### src/rtl/mem_bus_pkg.sv
// Shared definitions for the load/store bus adapter: access-size codes, FSM
// state encoding and byte-lane steering helpers.
package mem_bus_pkg;

  localparam logic [2:0] MEM_B  = 3'b000;
  localparam logic [2:0] MEM_H  = 3'b001;
  localparam logic [2:0] MEM_W  = 3'b010;
  localparam logic [2:0] MEM_BU = 3'b100;
  localparam logic [2:0] MEM_HU = 3'b101;

  typedef enum logic [1:0] {
    IDLE   = 2'd0,
    ACCESS = 2'd1,
    RESP   = 2'd2
  } state_e;

  // Half accesses only look at addr[1]; words always cover all four lanes.
  function automatic logic [3:0] lane_sel(input logic [2:0] funct3, input logic [1:0] addr);
    case (funct3[1:0])
      2'b00:   lane_sel = 4'b0001 << addr;
      2'b01:   lane_sel = addr[1] ? 4'b1100 : 4'b0011;
      default: lane_sel = 4'b1111;
    endcase
  endfunction

  function automatic logic [31:0] lane_wdata(input logic [2:0] funct3, input logic [31:0] wdata);
    case (funct3[1:0])
      2'b00:   lane_wdata = {4{wdata[7:0]}};
      2'b01:   lane_wdata = {2{wdata[15:0]}};
      default: lane_wdata = wdata;
    endcase
  endfunction

  function automatic logic funct3_illegal(input logic write, input logic [2:0] funct3);
    case (funct3)
      MEM_B, MEM_H, MEM_W: funct3_illegal = 1'b0;
      MEM_BU, MEM_HU:      funct3_illegal = write;
      default:             funct3_illegal = 1'b1;
    endcase
  endfunction

  function automatic logic misaligned(input logic [2:0] funct3, input logic [1:0] addr);
    misaligned = ((funct3[1:0] == 2'b01) && addr[0]) ||
                 ((funct3[1:0] == 2'b10) && (addr != 2'b00));
  endfunction

endpackage

### src/rtl/mem_load_align.sv
// Load data alignment: picks the addressed byte/half lane out of the bus word
// and sign- or zero-extends it to 32 bits.
module mem_load_align
  import mem_bus_pkg::*;
(
  input  logic [31:0] dat_i,
  input  logic [1:0]  addr_lo,
  input  logic [2:0]  funct3,
  output logic [31:0] rdata
);

  logic [31:0] shifted;
  logic [15:0] half;
  logic        sx;

  always_comb begin
    shifted = dat_i >> {addr_lo, 3'b000};
    half    = addr_lo[1] ? dat_i[31:16] : dat_i[15:0];
    sx      = ~funct3[2];
    case (funct3[1:0])
      2'b00:   rdata = {{24{sx & shifted[7]}}, shifted[7:0]};
      2'b01:   rdata = {{16{sx & half[15]}}, half};
      default: rdata = dat_i;
    endcase
  end

endmodule

### src/rtl/mem_bus_adapter.sv
// Load/store adapter running one handshaked bus cycle per request, with timeout.
// Optional MEM_MISALIGN_TRAP_EN: misaligned half/word requests error without a bus cycle.
module mem_bus_adapter
  import mem_bus_pkg::*;
#(
  parameter int ADDR_WIDTH     = 32,
  parameter int TIMEOUT_CYCLES = 16
) (
  input  logic                  clk,
  input  logic                  resetn,
  input  logic                  req_valid,
  input  logic                  req_write,
  input  logic [ADDR_WIDTH-1:0] req_addr,
  input  logic [2:0]            req_funct3,
  input  logic [31:0]           req_wdata,
  output logic                  req_ready,
  output logic                  busy,
  output logic                  rsp_valid,
  output logic [31:0]           rsp_rdata,
  output logic                  rsp_err,
  output logic                  bus_stb,
  output logic                  bus_we,
  output logic [ADDR_WIDTH-1:0] bus_adr,
  output logic [3:0]            bus_sel,
  output logic [31:0]           bus_dat_o,
  input  logic [31:0]           bus_dat_i,
  input  logic                  bus_ack,
  input  logic                  bus_err
);

  localparam int CNT_W = (TIMEOUT_CYCLES > 1) ? $clog2(TIMEOUT_CYCLES) : 1;
  localparam logic [CNT_W-1:0] TO_LAST = (TIMEOUT_CYCLES > 0) ? CNT_W'(TIMEOUT_CYCLES - 1) : '0;

  state_e                state_q, state_d;
  logic [CNT_W-1:0]      cnt_q, cnt_d;
  logic [2:0]            f3_q, f3_d;
  logic [1:0]            addr_lo_q, addr_lo_d;
  logic                  req_ready_q, req_ready_d;
  logic                  busy_q, busy_d;
  logic                  rsp_valid_q, rsp_valid_d;
  logic                  rsp_err_q, rsp_err_d;
  logic [31:0]           rsp_rdata_q, rsp_rdata_d;
  logic                  bus_stb_q, bus_stb_d;
  logic                  bus_we_q, bus_we_d;
  logic [ADDR_WIDTH-1:0] bus_adr_q, bus_adr_d;
  logic [3:0]            bus_sel_q, bus_sel_d;
  logic [31:0]           bus_dat_o_q, bus_dat_o_d;
  logic [31:0]           load_data;
  logic                  req_bad;
  logic                  timeout_hit;

  mem_load_align u_load_align (
    .dat_i   (bus_dat_i),
    .addr_lo (addr_lo_q),
    .funct3  (f3_q),
    .rdata   (load_data)
  );

`ifdef MEM_MISALIGN_TRAP_EN
  assign req_bad = funct3_illegal(req_write, req_funct3) || misaligned(req_funct3, req_addr[1:0]);
`else
  assign req_bad = funct3_illegal(req_write, req_funct3);
`endif

  assign timeout_hit = (TIMEOUT_CYCLES != 0) && (cnt_q == TO_LAST);

  always_comb begin
    state_d     = state_q;
    cnt_d       = cnt_q;
    f3_d        = f3_q;
    addr_lo_d   = addr_lo_q;
    req_ready_d = req_ready_q;
    busy_d      = busy_q;
    rsp_valid_d = rsp_valid_q;
    rsp_err_d   = rsp_err_q;
    rsp_rdata_d = rsp_rdata_q;
    bus_stb_d   = bus_stb_q;
    bus_we_d    = bus_we_q;
    bus_adr_d   = bus_adr_q;
    bus_sel_d   = bus_sel_q;
    bus_dat_o_d = bus_dat_o_q;
    case (state_q)
      IDLE: begin
        if (req_valid) begin
          f3_d        = req_funct3;
          addr_lo_d   = req_addr[1:0];
          bus_we_d    = req_write;
          bus_adr_d   = {req_addr[ADDR_WIDTH-1:2], 2'b00};
          bus_sel_d   = lane_sel(req_funct3, req_addr[1:0]);
          bus_dat_o_d = lane_wdata(req_funct3, req_wdata);
          cnt_d       = '0;
          req_ready_d = 1'b0;
          busy_d      = 1'b1;
          if (req_bad) begin
            state_d     = RESP;
            rsp_valid_d = 1'b1;
            rsp_err_d   = 1'b1;
            rsp_rdata_d = '0;
          end else begin
            state_d   = ACCESS;
            bus_stb_d = 1'b1;
          end
        end
      end
      ACCESS: begin
        // An error response takes priority over an ack in the same cycle.
        if (bus_ack || bus_err) begin
          state_d     = RESP;
          bus_stb_d   = 1'b0;
          rsp_valid_d = 1'b1;
          rsp_err_d   = bus_err;
          rsp_rdata_d = (!bus_err && !bus_we_q) ? load_data : '0;
        end else if (timeout_hit) begin
          state_d     = RESP;
          bus_stb_d   = 1'b0;
          rsp_valid_d = 1'b1;
          rsp_err_d   = 1'b1;
          rsp_rdata_d = '0;
        end else begin
          cnt_d = cnt_q + 1'b1;
        end
      end
      RESP: begin
        state_d     = IDLE;
        rsp_valid_d = 1'b0;
        busy_d      = 1'b0;
        req_ready_d = 1'b1;
      end
      default: begin
        state_d     = IDLE;
        bus_stb_d   = 1'b0;
        rsp_valid_d = 1'b0;
        busy_d      = 1'b0;
        req_ready_d = 1'b1;
      end
    endcase
  end

  always_ff @(posedge clk or negedge resetn) begin
    if (!resetn) begin
      state_q     <= IDLE;
      cnt_q       <= '0;
      f3_q        <= '0;
      addr_lo_q   <= '0;
      req_ready_q <= 1'b1;
      busy_q      <= 1'b0;
      rsp_valid_q <= 1'b0;
      rsp_err_q   <= 1'b0;
      rsp_rdata_q <= '0;
      bus_stb_q   <= 1'b0;
      bus_we_q    <= 1'b0;
      bus_adr_q   <= '0;
      bus_sel_q   <= '0;
      bus_dat_o_q <= '0;
    end else begin
      state_q     <= state_d;
      cnt_q       <= cnt_d;
      f3_q        <= f3_d;
      addr_lo_q   <= addr_lo_d;
      req_ready_q <= req_ready_d;
      busy_q      <= busy_d;
      rsp_valid_q <= rsp_valid_d;
      rsp_err_q   <= rsp_err_d;
      rsp_rdata_q <= rsp_rdata_d;
      bus_stb_q   <= bus_stb_d;
      bus_we_q    <= bus_we_d;
      bus_adr_q   <= bus_adr_d;
      bus_sel_q   <= bus_sel_d;
      bus_dat_o_q <= bus_dat_o_d;
    end
  end

  assign req_ready = req_ready_q;
  assign busy      = busy_q;
  assign rsp_valid = rsp_valid_q;
  assign rsp_err   = rsp_err_q;
  assign rsp_rdata = rsp_rdata_q;
  assign bus_stb   = bus_stb_q;
  assign bus_we    = bus_we_q;
  assign bus_adr   = bus_adr_q;
  assign bus_sel   = bus_sel_q;
  assign bus_dat_o = bus_dat_o_q;

endmodule
### config.mk
export PLATFORM = sky130hd
export DESIGN_NAME = mem_bus_adapter
export DESIGN_NICKNAME = d
export VERILOG_FILES = /design/src/rtl/mem_bus_pkg.sv /design/src/rtl/mem_load_align.sv /design/src/rtl/mem_bus_adapter.sv
export SDC_FILE = /design/constraint.sdc
export NUM_CORES = 1
export LEC_CHECK = 0
export BUFFER_PORTS_ARGS = -buffer_cell sky130_fd_sc_hd__buf_2
export CAP_MARGIN = 10
export CORE_MARGIN = 1.5
export CORE_UTILIZATION = 53
export CTS_CLUSTER_SIZE = 16
export DETAILED_ROUTE_END_ITERATION = 8
export GPL_ROUTABILITY_DRIVEN = 0
export PLACE_DENSITY_LB_ADDON = 0.2
export SYNTH_ARGS = -nofsm -noshare
export SYNTH_HDL_FRONTEND = slang
export SYNTH_SLANG_ARGS = --single-unit
### constraint.sdc
create_clock -name clk -period 3.6 [get_ports clk]
set_input_delay 0.54 -clock clk [delete_from_list [all_inputs] [get_ports clk]]
set_output_delay 0.54 -clock clk [all_outputs]
set_load 0.02 [all_outputs]
==> flow_summary.json, run 1 <==
{
  "cts_setup_buffers": 0,
  "drc": 0,
  "grt_use_met1_pct": 34.0,
  "syn_avg_cell_area_um2": 9.67,
  "tightest_slew_ns": 1.24,
  "final_net_count": 848,
  "die_x_um": 103,
  "end_kind": "register",
  "fmax_mhz": 435,
  "synth_seq_cells": 115,
  "hold_viol": 0,
  "hp-class": "input port to asynchronous set/reset pin",
  "grt_use_met3_pct": 7.53,
  "dp_hpwl_um": 9590,
  "gr-usage-all-layers_pct": 26.4,
  "portBuffers": 208,
  "path_clk_slew_ns": 0.05,
  "die-area_um2": 10600,
  "powerDensity_nw_per_um2": 689,
  "fp.dieH_um": 103,
  "synth_cells": 548,
  "fin_skew_ns": 0.00627,
  "period_needed_ns": 2.30,
  "worstSkewPairLatency_ns": 0.52,
  "dr.first_iter.drc_count": 193,
  "syn_area_um2": 5300,
  "outcome": "finished, final reports clean",
  "grtUsageMet2_pct": 41.1,
  "cts_tree": "done",
  "overflow": 0,
  "routed_wl_um": 13800,
  "numCtsBuffers": 17,
  "vias": 4705,
  "drv_slew": 0,
  "finalCritPeriodShare_pct": 63.9,
  "drive_above_1_share_pct": 35.0,
  "placed_cells": 856,
  "drtPass1Iterations": 4,
  "finalSetupViolCount": 0,
  "p_leak_uw": 0.00361,
  "ant_nets": 0,
  "yosys_warnings": 0,
  "io-pin-count": 211,
  "path_max_fanout": 55,
  "post_cts_resized": 0,
  "critPathKind": "register to register",
  "busiest_layer": "met2",
  "clock_sinks": 115,
  "core_area_um2": 9730,
  "layout_common_cells": "207 x buf_2, 155 x nand2_1, 114 x dfrtp_1, 29 x o21ai_1, 26 x nor2_1",
  "setup_tns_ns": 0,
  "ctsHoldBuffers": 0,
  "worstPathRequired_ns": 4.04,
  "antenna_cells": 0,
  "grt_max_degree": 83,
  "ir_worst_vdd_uv": 410,
  "clk_path_buf_depth": 2,
  "grt_pass1_wl_um": 21200,
  "crit_arrival_ns": 2.74,
  "rows": 36,
  "root_buffer": "clkbuf_8",
  "grt_pass1_vias": 4428,
  "relSlewSlack_pct": 17.3,
  "routedWlPerCell_um": 15.6,
  "area_growth_pct": 29.8,
  "yosysUniqueCellTypes": 48,
  "start_util_pct": 54.4,
  "final_common_cell": "buf_2",
  "antenna_found_initial": 1,
  "htreeDepth": 4,
  "max_cap_viol_count": 0,
  "rsz0062_at_grt": "no",
  "seq_area_frac_synth_pct": 54.3,
  "crit_path_start_kind": "register",
  "vias_per_cell": 5.30,
  "fin_cells": 888
}
layout make-up:
cell class	count	area [um^2]
clock buffer	21	449
clock inverter	11	62.6
fill	801	2850
inverter	9	33.8
multi-input combinational	386	2200
sequential	115	2880
tap	133	166
timing repair buffer	213	1080
through the flow:
| step | setup slack, ns | hold WS, ns | utilization (%) | total power, uW | cell area [um^2] |
|---|---|---|---|---|---|
| CTS | 1.29 | 0.189 | 70.7 | 4760 | 6880 |
| global route | 1.06 | 0.207 | 70.7 | 5000 | 6880 |
| detailed placement | 0.912 | 0.457 | 65.4 | 3310 | 6360 |
| finish | 1.30 | 0.193 | 70.7 | 4730 | 6880 |
| floorplan | 1.87 | 0.244 | - | 2780 | 5300 |
| global placement | 0.976 | 0.452 | 65.4 | 3260 | 6360 |
logic make-up (layout without fill, tap and decap cells):
logic type                 count (synthesis)  count (layout)  synth area share, %
DFF                                      115             115                 54.3
buffers and inverters                     48             254                 4.25
other                                      1               2               0.0708
AOI/OAI and AO/OA                        123             123                 16.1
and+or+nand+nor                          227             227                 18.5
adders and majority gates                  1               1                0.236
muxes                                     33              33                 6.52
path summary, 6_finish.rpt:
path,to,depth (start not counted),slack [ns],startpoint
worst max register to register,bus_dat_o[14],4,1.30,state_q[1]
worst min-delay path,bus_adr[3],1,0.19,resetn
max in group asynchronous,rsp_err,2,2.57,resetn
min in group clk,bus_adr[27],3,0.21,req_addr[27]
worst min register to register,bus_adr[4],2,0.47,bus_adr[4]
worst max-delay path,bus_dat_o[14],4,1.30,state_q[1]
metal layers:
| layer | vias to the layer above | part of all wire [%] |
|---|---|---|
| met5 | - | 0 |
| met4 | 0 | 2.6 |
| met3 | 30 | 7.9 |
| met2 | 190 | 47 |
| met1 | 2222 | 42 |
| li1 | 2263 | - |
report_power, final:
group          internal (uW)  switching (uW)
sequential              1600             221
clock                    868             574
combinational            519             956
total                   2980            1750
critical path, cell delays in order, from the launching register on:
cell     delay, ns
dfrtp_1       0.61
or3_2         0.86
buf_4         0.51
nand2_1       0.11
o21ai_1       0.10
sequential cells by signal, indices dropped and copies added, names as in the netlist:
name	count
bus_sel	4
busy	1
rsp_valid	1
bus_dat_o	32
state_q	2
req_ready	1
bus_stb	1
addr_lo_q	2
cnt_q	4
f3_q	3
bus_adr	30
rsp_rdata	32
rsp_err	1
bus_we	1
cell usage after synthesis, drive strengths merged:
master | instances | area [um^2]
a21boi | 8 | 60.1
a21oi | 13 | 65.1
a221o | 1 | 10.0
a221oi | 1 | 15.0
a22o | 1 | 8.76
a22oi | 1 | 12.5
a2bb2oi | 1 | 8.76
a31o | 1 | 8.76
a31oi | 3 | 18.8
a32o | 18 | 180
buf | 20 | 120
clkbuf | 19 | 71.3
clkinv | 1 | 3.75
conb | 1 | 3.75
dfrtp | 114 | 2850
dfstp | 1 | 26.3
ha | 1 | 12.5
inv | 8 | 30.0
mux2 | 9 | 105
mux2i | 24 | 240
nand2 | 156 | 588
nand2b | 20 | 125
nand3 | 6 | 30.0
nand4bb | 1 | 11.3
nor2 | 27 | 104
nor2b | 1 | 6.26
nor3 | 9 | 50.1
nor4 | 1 | 6.26
nor4b | 2 | 32.5
o21a | 8 | 60.1
o21ai | 49 | 249
o21bai | 1 | 7.51
o2bb2ai | 16 | 140
o31a | 1 | 8.76
or2 | 2 | 12.5
or3 | 2 | 12.5
Note: power is estimated with default switching activity, not from simulation.
==> run 2: changes to the inputs <==
--- a/config.mk
+++ b/config.mk
@@ -5,10 +5,11 @@
 export SDC_FILE = /design/constraint.sdc
 export NUM_CORES = 1
 export LEC_CHECK = 0
+export ABC_AREA = 1
 export BUFFER_PORTS_ARGS = -buffer_cell sky130_fd_sc_hd__buf_2
 export CAP_MARGIN = 10
 export CORE_MARGIN = 1.5
-export CORE_UTILIZATION = 53
+export CORE_UTILIZATION = 44
 export CTS_CLUSTER_SIZE = 16
 export DETAILED_ROUTE_END_ITERATION = 8
 export GPL_ROUTABILITY_DRIVEN = 0
==> constraint.sdc (replaced) <==
create_clock -name clk -period 2.1 [get_ports clk]
set_input_delay 0.315 -clock clk [delete_from_list [all_inputs] [get_ports clk]]
set_output_delay 0.315 -clock clk [all_outputs]
set_load 0.02 [all_outputs]
==> flow_summary.json, run 2 <==
{
  "outcome": "finished with violations",
  "violations": "hold timing",
  "final_common_cell": "nand2_1",
  "portBuffers": 208,
  "core_area_um2": 12100,
  "area_growth_pct": 32.0,
  "antenna_found_initial": 1,
  "fmax_mhz": 602,
  "die_x_um": 114,
  "syn_area_um2": 5450,
  "syn_avg_cell_area_um2": 7.96,
  "rows": 40,
  "synth_seq_cells": 115,
  "routed_wl_um": 14600,
  "utilization_pct": 59.7,
  "gr-usage-all-layers_pct": 23.8,
  "start_util_pct": 45.2,
  "holdWs_ns": -0.0561,
  "hold_viol": 15,
  "ir_worst_vdd_uv": 787,
  "critPathKind": "register to register",
  "period_needed_ns": 1.66,
  "cts_setup_buffers": 0,
  "vias": 5167,
  "dp_hpwl_um": 10400,
  "dr.first_iter.drc_count": 396,
  "drive_above_1_share_pct": 32.1,
  "setup_tns_ns": 0,
  "finalCritPeriodShare_pct": 79.1,
  "r2r_setup_slack_ns": 0.44,
  "crit_arrival_ns": 2.01,
  "synth_most_common_cell": "nand2_1",
  "drv_slew": 0,
  "grt_pass1_vias": 4969,
  "synth_top_area_share_pct": 52.3,
  "seq_area_frac_synth_pct": 52.8,
  "worstSkewPairLatency_ns": 0.42,
  "drc": 0,
  "ant_nets": 0,
  "htreeDepth": 4,
  "crit_path_start_kind": "register",
  "yosysTopAreaCell": "dfrtp_1",
  "end_kind": "register",
  "rsz0062_at_grt": "no",
  "synth_area_leaders": "dfrtp_1 52%, nand2_1 23%, a21oi_1 3.2%",
  "fillers": 1157,
  "layout_common_cells": "328 x nand2_1, 207 x buf_2, 114 x dfrtp_1, 35 x a21oi_1",
  "synthTopCellsByCount": "329 x nand2_1, 114 x dfrtp_1, 35 x a21oi_1",
  "io-pin-count": 211,
  "synthFlopType": "dfrtp_1",
  "relSlewSlack_pct": 56.2,
  "yosys_warnings": 0,
  "clk_path_buf_depth": 2,
  "hp-class": "input port to asynchronous set/reset pin",
  "post_cts_resized": 0,
  "rr_startpoint": "f3_q[1]",
  "ctsHoldBuffers": 0,
  "drtPass1Iterations": 5,
  "yosysUniqueCellTypes": 36,
  "final_net_count": 998,
  "path_max_fanout": 10,
  "routedWlPerCell_um": 13.6,
  "fp.dieH_um": 114,
  "grt_pass1_wl_um": 24200,
  "path_clk_slew_ns": 0.05,
  "clock_sinks": 115,
  "powerDensity_nw_per_um2": 1500,
  "tightest_slew_ns": 0.658,
  "grt_max_degree": 116,
  "p_leak_uw": 0.00410,
  "synth_cells": 685,
  "die-area_um2": 13100,
  "root_buffer": "clkbuf_16",
  "worstRegToRegCells": 6,
  "rr_endpoint": "rsp_rdata[0]",
  "numCtsBuffers": 17,
  "finalSetupViolCount": 0,
  "worstPathRequired_ns": 2.45,
  "async_reset_ff_share_pct": 100,
  "synth_edf_count": 0,
  "max_cap_viol_count": 0,
  "fin_skew_ns": 0.00958,
  "overflow": 0,
  "vias_per_cell": 4.81,
  "cts_tree": "done"
}
==> run 2: cell count changes after synthesis, sizes merged, moves of 9 or more <==
cell / previous run / this run
mux2i: 24 / 1
inv: 8 / 25
o2bb2ai: 16 / 0
a32o: 18 / 0
nand3: 6 / 46
a21oi: 13 / 35
nand2: 156 / 335
nand2b: 20 / 0
o21ai: 49 / 35
mux2: 9 / 0
or2: 2 / 14
==> run 2: worst max path at each step <==
stage                         from       endpoint  slack, ns  cells past startpoint
after floorplan           cnt_q[0]  rsp_rdata[17]       0.68                      9
after global placement     f3_q[1]  rsp_rdata[29]       0.51                      5
after detailed placement   f3_q[1]  rsp_rdata[17]       0.47                      5
after CTS                  f3_q[1]  rsp_rdata[16]       0.46                      5
after global routing       f3_q[1]   rsp_rdata[4]       0.28                      6
final                      f3_q[1]   rsp_rdata[0]       0.44                      6
==> run 2: area by class of cell <==
class / count / area [um^2] / share of cell area (%)
antenna: 2 / 5.00 / 0.0695
clock buffer: 27 / 513 / 7.13
clock inverter: 4 / 22.5 / 0.313
inverter: 25 / 101 / 1.41
multi-input combinational: 513 / 2300 / 31.9
sequential: 115 / 2880 / 40.0
tap: 168 / 210 / 2.92
timing repair buffer: 220 / 1170 / 16.3
==> run 2: per-layer routing <==
layer	vias to the layer above	routed length, um	global-route usage [%]
li1	2576	-	-
met4	0	323	10.5
met2	194	6580	35.2
met5	-	0	0
met1	2371	6710	32.4
met3	26	1020	7.36
==> run 2: power by group <==
group | leakage [uW] | internal [uW] | switching, uW
Combinational | 0.00237 | 1520 | 3100
Sequential | 0.00146 | 3080 | 508
Clock | 0.000263 | 1650 | 941
==> run 2: critical path, stage by stage (launching register included) <==
cell	delay, ns
dfrtp_1	0.55
buf_4	0.26
a21oi_1	0.45
nand2_1	0.11
nand3_1	0.11
nand2_1	0.06
nand2_1	0.07
==> run 2: per-stage QoR <==
stage               cells  power (uW)  area, um^2  worst slack, ns
floorplan             686        6750        5460            0.682
global placement     1041        8220        6660            0.508
detailed placement   1041        8270        6660            0.470
CTS                  1072       10900        7190            0.465
global route         1073       11600        7200            0.282
finish               1074       10800        7200            0.438
==> run 2: kinds of logic (layout without fill, tap and decap cells) <==
kind of cell / Yosys count / after routing / share of synthesized area (%)
compound gates: 77 / 77 / 7.43
fa+ha+maj: 1 / 1 / 0.229
flops: 115 / 115 / 52.8
xor+xnor: 2 / 2 / 0.321
other cells: 1 / 4 / 0.0688
mux: 1 / 1 / 0.184
buf+inv: 58 / 276 / 5.19
simple gates: 430 / 430 / 33.8
==> run 3: changes to the inputs <==
--- a/config.mk
+++ b/config.mk
@@ -5,7 +5,7 @@
 export SDC_FILE = /design/constraint.sdc
 export NUM_CORES = 1
 export LEC_CHECK = 0
-export ABC_AREA = 1
+export ABC_AREA = 0
 export BUFFER_PORTS_ARGS = -buffer_cell sky130_fd_sc_hd__buf_2
 export CAP_MARGIN = 10
 export CORE_MARGIN = 1.5
==> constraint.sdc (replaced) <==
create_clock -name clk -period 1.46 [get_ports clk]
set_input_delay 0.219 -clock clk [delete_from_list [all_inputs] [get_ports clk]]
set_output_delay 0.219 -clock clk [all_outputs]
set_load 0.02 [all_outputs]
==> flow_summary.json, run 3 (synthesis results as in run 1) <==
{
  "outcome": "finished with violations",
  "violations": "setup timing",
  "worstSkewPairLatency_ns": 0.41,
  "fmax_mhz": 622,
  "met3_length_um": 1120,
  "p_sw_share_pct": 35.4,
  "overflow": 0,
  "htreeDepth": 4,
  "path_clk_slew_ns": 0.05,
  "hold_viol": 0,
  "drive_above_1_share_pct": 44.8,
  "finalSetupViolCount": 35,
  "cts_tree": "done",
  "p_int_uw": 8580,
  "drc": 0,
  "rows": 39,
  "fp.dieH_um": 113,
  "fillers": 903,
  "rsz0062_at_grt": "yes",
  "path_max_fanout": 17,
  "ant_nets": 0,
  "numCtsBuffers": 17,
  "ir_worst_vdd_uv": 971,
  "core_area_um2": 11600,
  "io-pin-count": 211,
  "start_util_pct": 45.8,
  "fin_ws_ns": -0.148,
  "critPathKind": "register to register",
  "vias_per_cell": 5.28,
  "clock_sinks": 115,
  "min-delay-start": "req_addr[3]",
  "drv_slew": 0,
  "crit_arrival_ns": 1.90,
  "period_needed_ns": 1.61,
  "p_clk_share_pct": 29.4,
  "wl_met2_um": 8420,
  "final_net_count": 930,
  "power_uw": 13300,
  "end_kind": "register",
  "dp_hpwl_um": 10600,
  "die_x_um": 113,
  "r2r_setup_slack_ns": -0.15,
  "layout_common_cells": "207 x buf_2, 141 x nand2_1, 111 x dfrtp_1, 35 x buf_4, 27 x o21ai_1",
  "drtPass1Iterations": 5,
  "vias": 5182,
  "drt-met1-wl_um": 7390,
  "pwr-share-comb_pct": 37.1,
  "root_buffer": "clkbuf_16",
  "dr.max_layer_used": "met4",
  "pwr-share-seq_pct": 33.4,
  "worstRegToRegCells": 6,
  "placed_area_um2": 6730,
  "rr_startpoint": "cnt_q[1]",
  "crit_path_start_kind": "register",
  "finalCritPeriodShare_pct": 110,
  "max_cap_viol_count": 0,
  "grt_max_degree": 45,
  "routed_wl_um": 17300,
  "worstHoldPathCells": 3,
  "gr-usage-all-layers_pct": 24.6,
  "worstPathRequired_ns": 1.75,
  "rr_endpoint": "rsp_rdata[7]",
  "antenna_found_initial": 2,
  "powerDensity_nw_per_um2": 1620,
  "setup_tns_ns": -3.18,
  "pre_cts_slack_ns": -0.275,
  "stdcell_area_um2": 8210,
  "die-area_um2": 12700,
  "area_growth_pct": 54.9,
  "p_switching_uw": 4710,
  "hold_path_end": "bus_adr[3]",
  "portBuffers": 208,
  "routedWlPerCell_um": 17.6,
  "fin_skew_ns": 0.0111,
  "dr.first_iter.drc_count": 369,
  "grt_pass1_vias": 4959,
  "clk_path_buf_depth": 2,
  "final_common_cell": "buf_2",
  "hp-class": "input port to register",
  "p_leak_uw": 0.00420,
  "grt_pass1_wl_um": 24400
}
run 3: per-layer routing:
layer / track usage (%) / up-vias
li1: - / 2435
met1: 31.4 / 2494
met2: 39.4 / 222
met3: 7.45 / 31
met4: 9.45 / 0
met5: 0 / -
run 3: repair_timing:
action | 4_1_cts | 5_1_grt
buffers inserted | 6 | 7
pin swaps | 7 | 19
gates resized for setup | 21 | 60
cloned | 2 | 13
endpoints found under the setup margin | 100 | 89
endpoints found under the hold margin | 134 | 0
hold buffers | 21 | 0
run 3: layout make-up:
type | instances | area, um^2 | share of cell area, %
Tap cell | 143 | 179 | 2.18
Inverter | 9 | 38.8 | 0.473
Sequential cell | 115 | 2880 | 35.1
Multi-Input combinational cell | 388 | 2470 | 30.1
Clock buffer | 28 | 517 | 6.30
Timing Repair Buffer | 293 | 2070 | 25.3
Antenna cell | 2 | 5.00 | 0.0610
Clock inverter | 4 | 45.0 | 0.549
run 3: worst max-delay path by stage:
stage / from / to / slack (ns) / cells after the start
final: cnt_q[1] / rsp_rdata[7] / -0.15 / 6
after global routing: addr_lo_q[0] / rsp_rdata[28] / -0.19 / 5
after CTS: addr_lo_q[1] / rsp_rdata[26] / -0.13 / 5
after detailed placement: f3_q[0] / rsp_rdata[26] / -0.27 / 4
after global placement: f3_q[0] / rsp_rdata[18] / -0.21 / 4
after floorplan: cnt_q[0] / rsp_rdata[23] / -0.14 / 7
run 3: worst max-delay path, cell delays in order, from the launching register on:
cell and delay [ns]:
dfrtp_1 0.35, ha_2 0.19, nand3_2 0.07, a31o_1 0.19, or2_4 0.30, buf_12 0.16, a22o_1 0.22
run 3: per-stage QoR:
stage / std cells / util, % / hold slack [ns]
finish: 982 / 71.0 / 0.0133
floorplan: 549 / - / -0.0766
CTS: 960 / 66.5 / 0.0000112
global placement: 900 / 58.2 / 0.0395
detailed placement: 900 / 58.2 / 0.0402
global route: 982 / 71.0 / 0.00408
run 3: power by group through the flow:
stage | combinational [uW] | clock (uW) | sequential, uW
2_1_floorplan | 1650 | 0 | 5250
3_3_place_gp | 4010 | 0 | 4390
3_5_place_dp | 4100 | 0 | 4410
4_1_cts | 4360 | 3960 | 4400
5_1_grt | 5280 | 4140 | 4530
6_report | 4940 | 3910 | 4440
